`config.mk`:
```
export PLATFORM = sky130hd
export DESIGN_NAME = spi_reg_writer_flat
export DESIGN_NICKNAME = d
export VERILOG_FILES = /design/src/rtl/spi_reg_pkg.sv /design/src/rtl/spi_reg_writer_if.sv /design/src/rtl/spi_reg_writer_timer.sv /design/src/rtl/spi_reg_writer.sv /design/src/flat_wrapper.sv
export SDC_FILE = /design/constraint.sdc
export NUM_CORES = 1
export LEC_CHECK = 0
export ABC_AREA = 1
export CORE_AREA = 2 2 64 66
export CTS_BUF_LIST = sky130_fd_sc_hd__clkbuf_4 sky130_fd_sc_hd__clkbuf_8 sky130_fd_sc_hd__clkbuf_16
export DETAILED_ROUTE_END_ITERATION = 8
export DIE_AREA = 0 0 66 68
export PLACE_DENSITY = 0.72
export SYNTH_ARGS = -nofsm -noshare
export SYNTH_HDL_FRONTEND = slang
export SYNTH_HIERARCHICAL = 1
export SYNTH_SLANG_ARGS = --single-unit
```
`constraint.sdc`:
```
create_clock -name clk -period 2.1 [get_ports clk]
set_clock_uncertainty 0.2 [all_clocks]
set_input_delay 0.315 -clock clk [delete_from_list [all_inputs] [get_ports clk]]
set_output_delay 0.315 -clock clk [all_outputs]
set_load 0.1 [all_outputs]
```
`src/rtl/spi_reg_pkg.sv`:
```
// Shared types and constants for the SPI register writer.
// Frame layout: {write bit, 7-bit address, 8-bit data}, sent MSB first.
package spi_reg_pkg;

  localparam int FRAME_W = 16;
  localparam int ADDR_W  = 7;
  localparam int DATA_W  = 8;

  localparam logic WRITE_BIT = 1'b1;

  localparam int MAX_ADDR_DEF = 4;

  typedef enum logic [2:0] {
    IDLE,
    LEAD,
    HIGH,
    LOW,
    GAP
  } state_t;

  function automatic logic [FRAME_W-1:0] mk_frame(
    input logic [ADDR_W-1:0] addr,
    input logic [DATA_W-1:0] data
  );
    return {WRITE_BIT, addr, data};
  endfunction

endpackage

```
`src/rtl/spi_reg_writer_if.sv`:
```
// Request handshake bundle between a host and spi_reg_writer.
// master drives the request, slave answers with ready/done/err.
interface spi_reg_writer_if;
  import spi_reg_pkg::*;

  logic              req_valid;
  logic              req_ready;
  logic [ADDR_W-1:0] req_addr;
  logic [DATA_W-1:0] req_data;
  logic              done;
  logic              err;

  modport master (
    output req_valid, req_addr, req_data,
    input  req_ready, done, err
  );

  modport slave (
    input  req_valid, req_addr, req_data,
    output req_ready, done, err
  );

endinterface

```
`src/rtl/spi_reg_writer_timer.sv`:
```
// spi_phase_timer: loadable down-counter for SCLK phases and nCS gap.
// Load with N-1; o_tick is high in the last cycle of the interval.
module spi_phase_timer #(
  parameter int W = 3
) (
  input  logic         clk,
  input  logic         rst_n,
  input  logic         i_load,
  input  logic [W-1:0] i_val,
  output logic         o_tick
);

  logic [W-1:0] r_cnt;

  // Count down to zero and hold; reload wins over counting.
  always_ff @(posedge clk) begin
    if (!rst_n) begin
      r_cnt <= '0;
    end else if (i_load) begin
      r_cnt <= i_val;
    end else if (r_cnt != '0) begin
      r_cnt <= r_cnt - 1'b1;
    end
  end

  assign o_tick = (r_cnt == '0);

endmodule

```
`src/rtl/spi_reg_writer.sv`:
```
// SPI mode-0 register writer: one 16-bit write frame per request.
// SPI_REG_WRITER_ADDR_CHECK_EN rejects addresses above MAX_ADDR.
module spi_reg_writer
  import spi_reg_pkg::*;
#(
  parameter int CLK_DIV    = 4,
  parameter int GAP_CYCLES = 8,
  parameter int MAX_ADDR   = MAX_ADDR_DEF
) (
  input  logic           clk,
  input  logic           rst_n,
  spi_reg_writer_if.slave bus,
  output logic           SCLK,
  output logic           nCS,
  output logic           COPI
);

  localparam int TMAX = (CLK_DIV > GAP_CYCLES) ? CLK_DIV : GAP_CYCLES;
  localparam int TW   = $clog2(TMAX);

  localparam logic [TW-1:0] HALF_LD = TW'(CLK_DIV - 1);
  localparam logic [TW-1:0] GAP_LD  = TW'(GAP_CYCLES - 1);

  if (CLK_DIV < 3 || GAP_CYCLES < 4 || MAX_ADDR > 127) begin : g_cfg_err
    $error("spi_reg_writer: illegal parameter set");
  end

  state_t               r_state;
  logic [FRAME_W-1:0]   r_shift;
  logic [4:0]           r_bitcnt;
  logic                 r_sclk;
  logic                 r_ncs;
  logic                 r_ready;
  logic                 r_done;

  logic                 w_accept;
  logic                 w_bad;
  logic                 w_last;
  logic                 w_tick;
  logic                 w_load;
  logic [TW-1:0]        w_load_val;
  logic [FRAME_W-1:0]   w_frame;

`ifdef SPI_REG_WRITER_ADDR_CHECK_EN
  logic r_err;
  assign w_bad   = bus.req_addr > ADDR_W'(MAX_ADDR);
  assign bus.err = r_err;
`else
  assign w_bad   = 1'b0;
  assign bus.err = 1'b0;
`endif

  assign w_accept = bus.req_valid && r_ready && (r_state == IDLE);
  assign w_frame  = mk_frame(bus.req_addr, bus.req_data);
  assign w_last   = (r_bitcnt == 5'd16);

  assign w_load = (w_accept && !w_bad)
               || ((r_state != IDLE) && w_tick);

  assign w_load_val = ((r_state == LOW) && w_last) ? GAP_LD : HALF_LD;

  spi_phase_timer #(
    .W (TW)
  ) u_timer (
    .clk    (clk),
    .rst_n  (rst_n),
    .i_load (w_load),
    .i_val  (w_load_val),
    .o_tick (w_tick)
  );

  // Frame sequencer; COPI is the MSB of the shift register.
  always_ff @(posedge clk) begin
    if (!rst_n) begin
      r_state  <= IDLE;
      r_shift  <= '0;
      r_bitcnt <= '0;
      r_sclk   <= 1'b0;
      r_ncs    <= 1'b1;
      r_ready  <= 1'b1;
      r_done   <= 1'b0;
`ifdef SPI_REG_WRITER_ADDR_CHECK_EN
      r_err    <= 1'b0;
`endif
    end else begin
      r_done <= 1'b0;
`ifdef SPI_REG_WRITER_ADDR_CHECK_EN
      r_err  <= 1'b0;
`endif
      unique case (r_state)
        IDLE: begin
          r_ready <= 1'b1;
          if (w_accept) begin
            r_ready <= 1'b0;
            if (w_bad) begin
`ifdef SPI_REG_WRITER_ADDR_CHECK_EN
              r_err <= 1'b1;
`endif
            end else begin
              r_state  <= LEAD;
              r_ncs    <= 1'b0;
              r_shift  <= w_frame;
              r_bitcnt <= '0;
            end
          end
        end
        LEAD: begin
          if (w_tick) begin
            r_state <= HIGH;
            r_sclk  <= 1'b1;
          end
        end
        HIGH: begin
          if (w_tick) begin
            r_state  <= LOW;
            r_sclk   <= 1'b0;
            r_bitcnt <= r_bitcnt + 5'd1;
            if (r_bitcnt != 5'd15) begin
              r_shift <= {r_shift[FRAME_W-2:0], 1'b0};
            end
          end
        end
        LOW: begin
          if (w_tick) begin
            if (w_last) begin
              r_state <= GAP;
              r_ncs   <= 1'b1;
              r_shift <= '0;
              r_done  <= 1'b1;
            end else begin
              r_state <= HIGH;
              r_sclk  <= 1'b1;
            end
          end
        end
        GAP: begin
          if (w_tick) begin
            r_state <= IDLE;
            r_ready <= 1'b1;
          end
        end
        default: r_state <= IDLE;
      endcase
    end
  end

  assign bus.req_ready = r_ready;
  assign bus.done      = r_done;
  assign SCLK          = r_sclk;
  assign nCS           = r_ncs;
  assign COPI          = r_shift[FRAME_W-1];

endmodule
```
`src/flat_wrapper.sv`:
```
// flat-port wrapper written by rule: the top's interface ports become plain ports
module spi_reg_writer_flat import spi_reg_pkg::*;
#(
  parameter int CLK_DIV    = 4,
  parameter int GAP_CYCLES = 8,
  parameter int MAX_ADDR   = MAX_ADDR_DEF
)
  (clk, rst_n, SCLK, nCS, COPI, bus_req_valid, bus_req_addr, bus_req_data, bus_req_ready, bus_done, bus_err);
  spi_reg_writer_if bus_i ();
  input  logic clk;
  input  logic rst_n;
  output logic SCLK;
  output logic nCS;
  output logic COPI;
  input wire logic [$bits(bus_i.req_valid)-1:0] bus_req_valid;
  input wire logic [$bits(bus_i.req_addr)-1:0] bus_req_addr;
  input wire logic [$bits(bus_i.req_data)-1:0] bus_req_data;
  output wire logic [$bits(bus_i.req_ready)-1:0] bus_req_ready;
  output wire logic [$bits(bus_i.done)-1:0] bus_done;
  output wire logic [$bits(bus_i.err)-1:0] bus_err;
  assign bus_i.req_valid = bus_req_valid;
  assign bus_i.req_addr = bus_req_addr;
  assign bus_i.req_data = bus_req_data;
  assign bus_req_ready = bus_i.req_ready;
  assign bus_done = bus_i.done;
  assign bus_err = bus_i.err;
  spi_reg_writer #(.CLK_DIV(CLK_DIV), .GAP_CYCLES(GAP_CYCLES), .MAX_ADDR(MAX_ADDR)) u_core (.clk(clk), .rst_n(rst_n), .bus(bus_i), .SCLK(SCLK), .nCS(nCS), .COPI(COPI));
endmodule
```
==> metrics.cfg <==
[floorplan]
fp.coreArea_mm2 = 0.003856
die_x_um = 66
num_io_pins = 24
die_h_um = 68
rows = 23
dieArea_mm2 = 0.004488
initial_utilization_pct = 42.93

[drt]
viasPerCell = 4.840
detail_route.wl_per_cell_um = 10.66
postRouteAntennaNets = 0
dr.first_iter.drc_count = 95
vias = 1539
drt_pass1_iterations = 4
remaining_drc_errors = 0
wl_um = 3390

[clocking]
clk_pin_slew_ns = 0.06
cts_made_buffers = 5
htreeDepth = 2
clkLatencyLatePin_ns = 0.28
cts-root-buf = clkbuf_8
cts_tree = done
cts_sinks = 31
cts-hold-fix-buffers = 0
clk_path_buf_depth = 2

[worst_setup_path]
arrival_ns = 1.90
crit_slowest_cell = dfxtp_1
path_cells = inv_1 -> ha_1 -> inv_1 -> nor2_2 -> inv_2 -> nand2_1 -> nand3_2 -> nor2_4 -> buf_12 -> nand2_1 -> nand2_1 -> nor2_1
start_kind = register
r2r-start = u_core/u_timer/r_cnt[0]$_SDFFE_PN0P_
max_stage_delay_ns = 0.32
reg2reg_depth = 12
crit_buf_inv = 4
reg2reg_setup_slack_ns = 0.19
critical_path_peak_fanout = 32
path_common_cell = nand2_1
cpLargestDelayFamily = simple AND/OR/NAND/NOR gates
path_class = reg -> reg
r2r-end = u_core/r_shift[5]$_SDFFE_PN0P_
critPathRequiredTime_ns = 2.08
cp-end-kind = register

[place]
pre_cts_slack_ns = 0.1013
gp_congestion = 0.8125
dpl.hpwl_um = 2332
io_buffers = 22

[min_path]
holdCritStartpoint = u_core/SCLK$_SDFFE_PN0P_
min_path_cells = 2
hold_end = u_core/SCLK$_SDFFE_PN0P_
hold_class = reg -> reg

[timing]
hold_viol = 0
slew_violations = 0
timing.fmax_mhz = 522.4
min_period_ns = 1.914
finalSetupTns_ns = 0
finalSetupViolCount = 0
rsz0062_at_grt = no
whs_ns = 0.2521
period_share_pct = 91.15
fin_ws_ns = 0.1859

[global_routing]
grt_pass1_wl_um = 5927
grt_pass1_vias = 1369
overflow = 0
antenna_found_initial = 0
grt_max_degree = 33
grt_usage_pct = 17.51

[flow_run]
maxCapViolations = 0

[status]
status = finished clean

[final_layout]
fillers = 405
layout-drive-gt1-share_pct = 13.43
final_cell_mix = 59 x nand2_1, 43 x nor2_1, 31 x dfxtp_1
final_common_cell = nand2_1
nNetsFinal = 290
insertedDiodeCount = 0
area_growth_pct = 22.30

[yosys]
ys.warnings.count = 6
synth_area_mm2 = 0.001655
yosysTopAreaCellShare_pct = 37.49
avgSynthCellArea_um2 = 6.897
async_flop_share_pct = 0
ys.flop_type = dfxtp_1
yosys-top-cells-area = dfxtp_1 37%, nand2_1 13%, nor2_1 10%, a22oi_1 6.3%, inv_1 5.0%
synth_edf_count = 0
syn_inst = 240
synth_top_area_cell = dfxtp_1
ys_ff_latch = 31
synth_cell_types = 26
ys_seq_area_share_pct = 37.49

[power]
powerDensity_mw_per_mm2 = 1642
p_total_mw = 3.324
p_leak_nw = 0.9226
peakVddDrop_mv = 0.6949

logic make-up (layout without fill, tap and decap cells):
family | count (synthesis) | in the layout | share of synthesized area, %
AO/OA/AOI/OAI | 42 | 42 | 15.04
XOR/XNOR | 1 | 1 | 0.5292
adder cells (fa/ha/maj) | 5 | 5 | 3.779
buffers and inverters | 33 | 60 | 9.372
flip-flops | 31 | 31 | 37.49
other | 2 | 3 | 0.4537
AND/OR/NAND/NOR | 126 | 126 | 33.33
synth_stat cells (2+ instances only):
| master | number |
|---|---|
| dfxtp_1 | 31 |
| a21oi_1 | 14 |
| nor2_2 | 5 |
| nand2_1 | 59 |
| nand3_1 | 4 |
| a22oi_1 | 14 |
| o21ai_0 | 13 |
| buf_4 | 2 |
| conb_1 | 2 |
| nor2_1 | 44 |
| inv_2 | 3 |
| nor2_4 | 2 |
| inv_1 | 22 |
| ha_1 | 5 |
| nand4_1 | 5 |
| nand3_2 | 3 |
| buf_6 | 3 |
flip-flops by register name, indices dropped and copies added, names as in the netlist:
signal and count:
u_core/r_shift 16, u_core/SCLK 1, u_core/u_timer/r_cnt 3, u_core/r_bitcnt 5, u_core/nCS 1, u_core/bus.req_ready 1, u_core/bus.done 1, u_core/r_state 3
per-stage QoR:
stage | util [%] | area [um2] | instances
after floorplan | - | 1659 | 241
after global placement | 49.74 | 1918 | 310
after detailed placement | 49.74 | 1918 | 310
after CTS | 52.43 | 2022 | 318
after global routing | 52.50 | 2024 | 318
final | 52.50 | 2024 | 318
what timing repair did:
item / 4_1_cts / 5_1_grt
setup endpoints to repair: 0 / 19
buffers inserted: 0 / 0
resized for setup: 0 / 3
worst max-delay path by stage:
stage / start / endpoint / cells past startpoint
2_1_floorplan: u_core/bus.req_ready$_SDFFE_PN1P_ / u_core/u_timer/r_cnt[1]$_SDFFE_PN0P_ / 7
3_3_place_gp: u_core/u_timer/r_cnt[0]$_SDFFE_PN0P_ / u_core/u_timer/r_cnt[1]$_SDFFE_PN0P_ / 12
3_5_place_dp: u_core/u_timer/r_cnt[0]$_SDFFE_PN0P_ / u_core/u_timer/r_cnt[1]$_SDFFE_PN0P_ / 12
4_1_cts: u_core/u_timer/r_cnt[0]$_SDFFE_PN0P_ / u_core/u_timer/r_cnt[1]$_SDFFE_PN0P_ / 12
5_1_grt: u_core/u_timer/r_cnt[0]$_SDFFE_PN0P_ / u_core/r_shift[4]$_SDFFE_PN0P_ / 12
6_report: u_core/u_timer/r_cnt[0]$_SDFFE_PN0P_ / u_core/r_shift[5]$_SDFFE_PN0P_ / 12
report_power, final:
group,internal [mW],switching (mW)
registers,0.793,0.147
logic,0.638,1.22
clock network,0.312,0.219
worst min-delay path, cell delays in order, from the launching register on:
cell and delay [ns]:
dfxtp_1 0.31, inv_1 0.05, a21oi_1 0.05
routing by layer:
metal	global-route usage [%]	wire [um]	up-vias	share of wire, %
li1	-	-	820	-
met1	19.90	1570	684	46
met2	29.55	1555	29	46
met3	5.099	185	6	5.5
met4	9.949	78	0	2.3
met5	0	0	-	0
layout make-up:
type / instances / area, um2 / share of cell area, %
timing repair buffer: 27 / 257.7 / 12.73
tap: 50 / 62.56 / 3.090
sequential: 31 / 620.6 / 30.66
clock buffer: 8 / 103.9 / 5.130
inverter: 25 / 93.84 / 4.635
multi-input combinational: 177 / 885.9 / 43.76
Power figures use the tool's default switching activity.
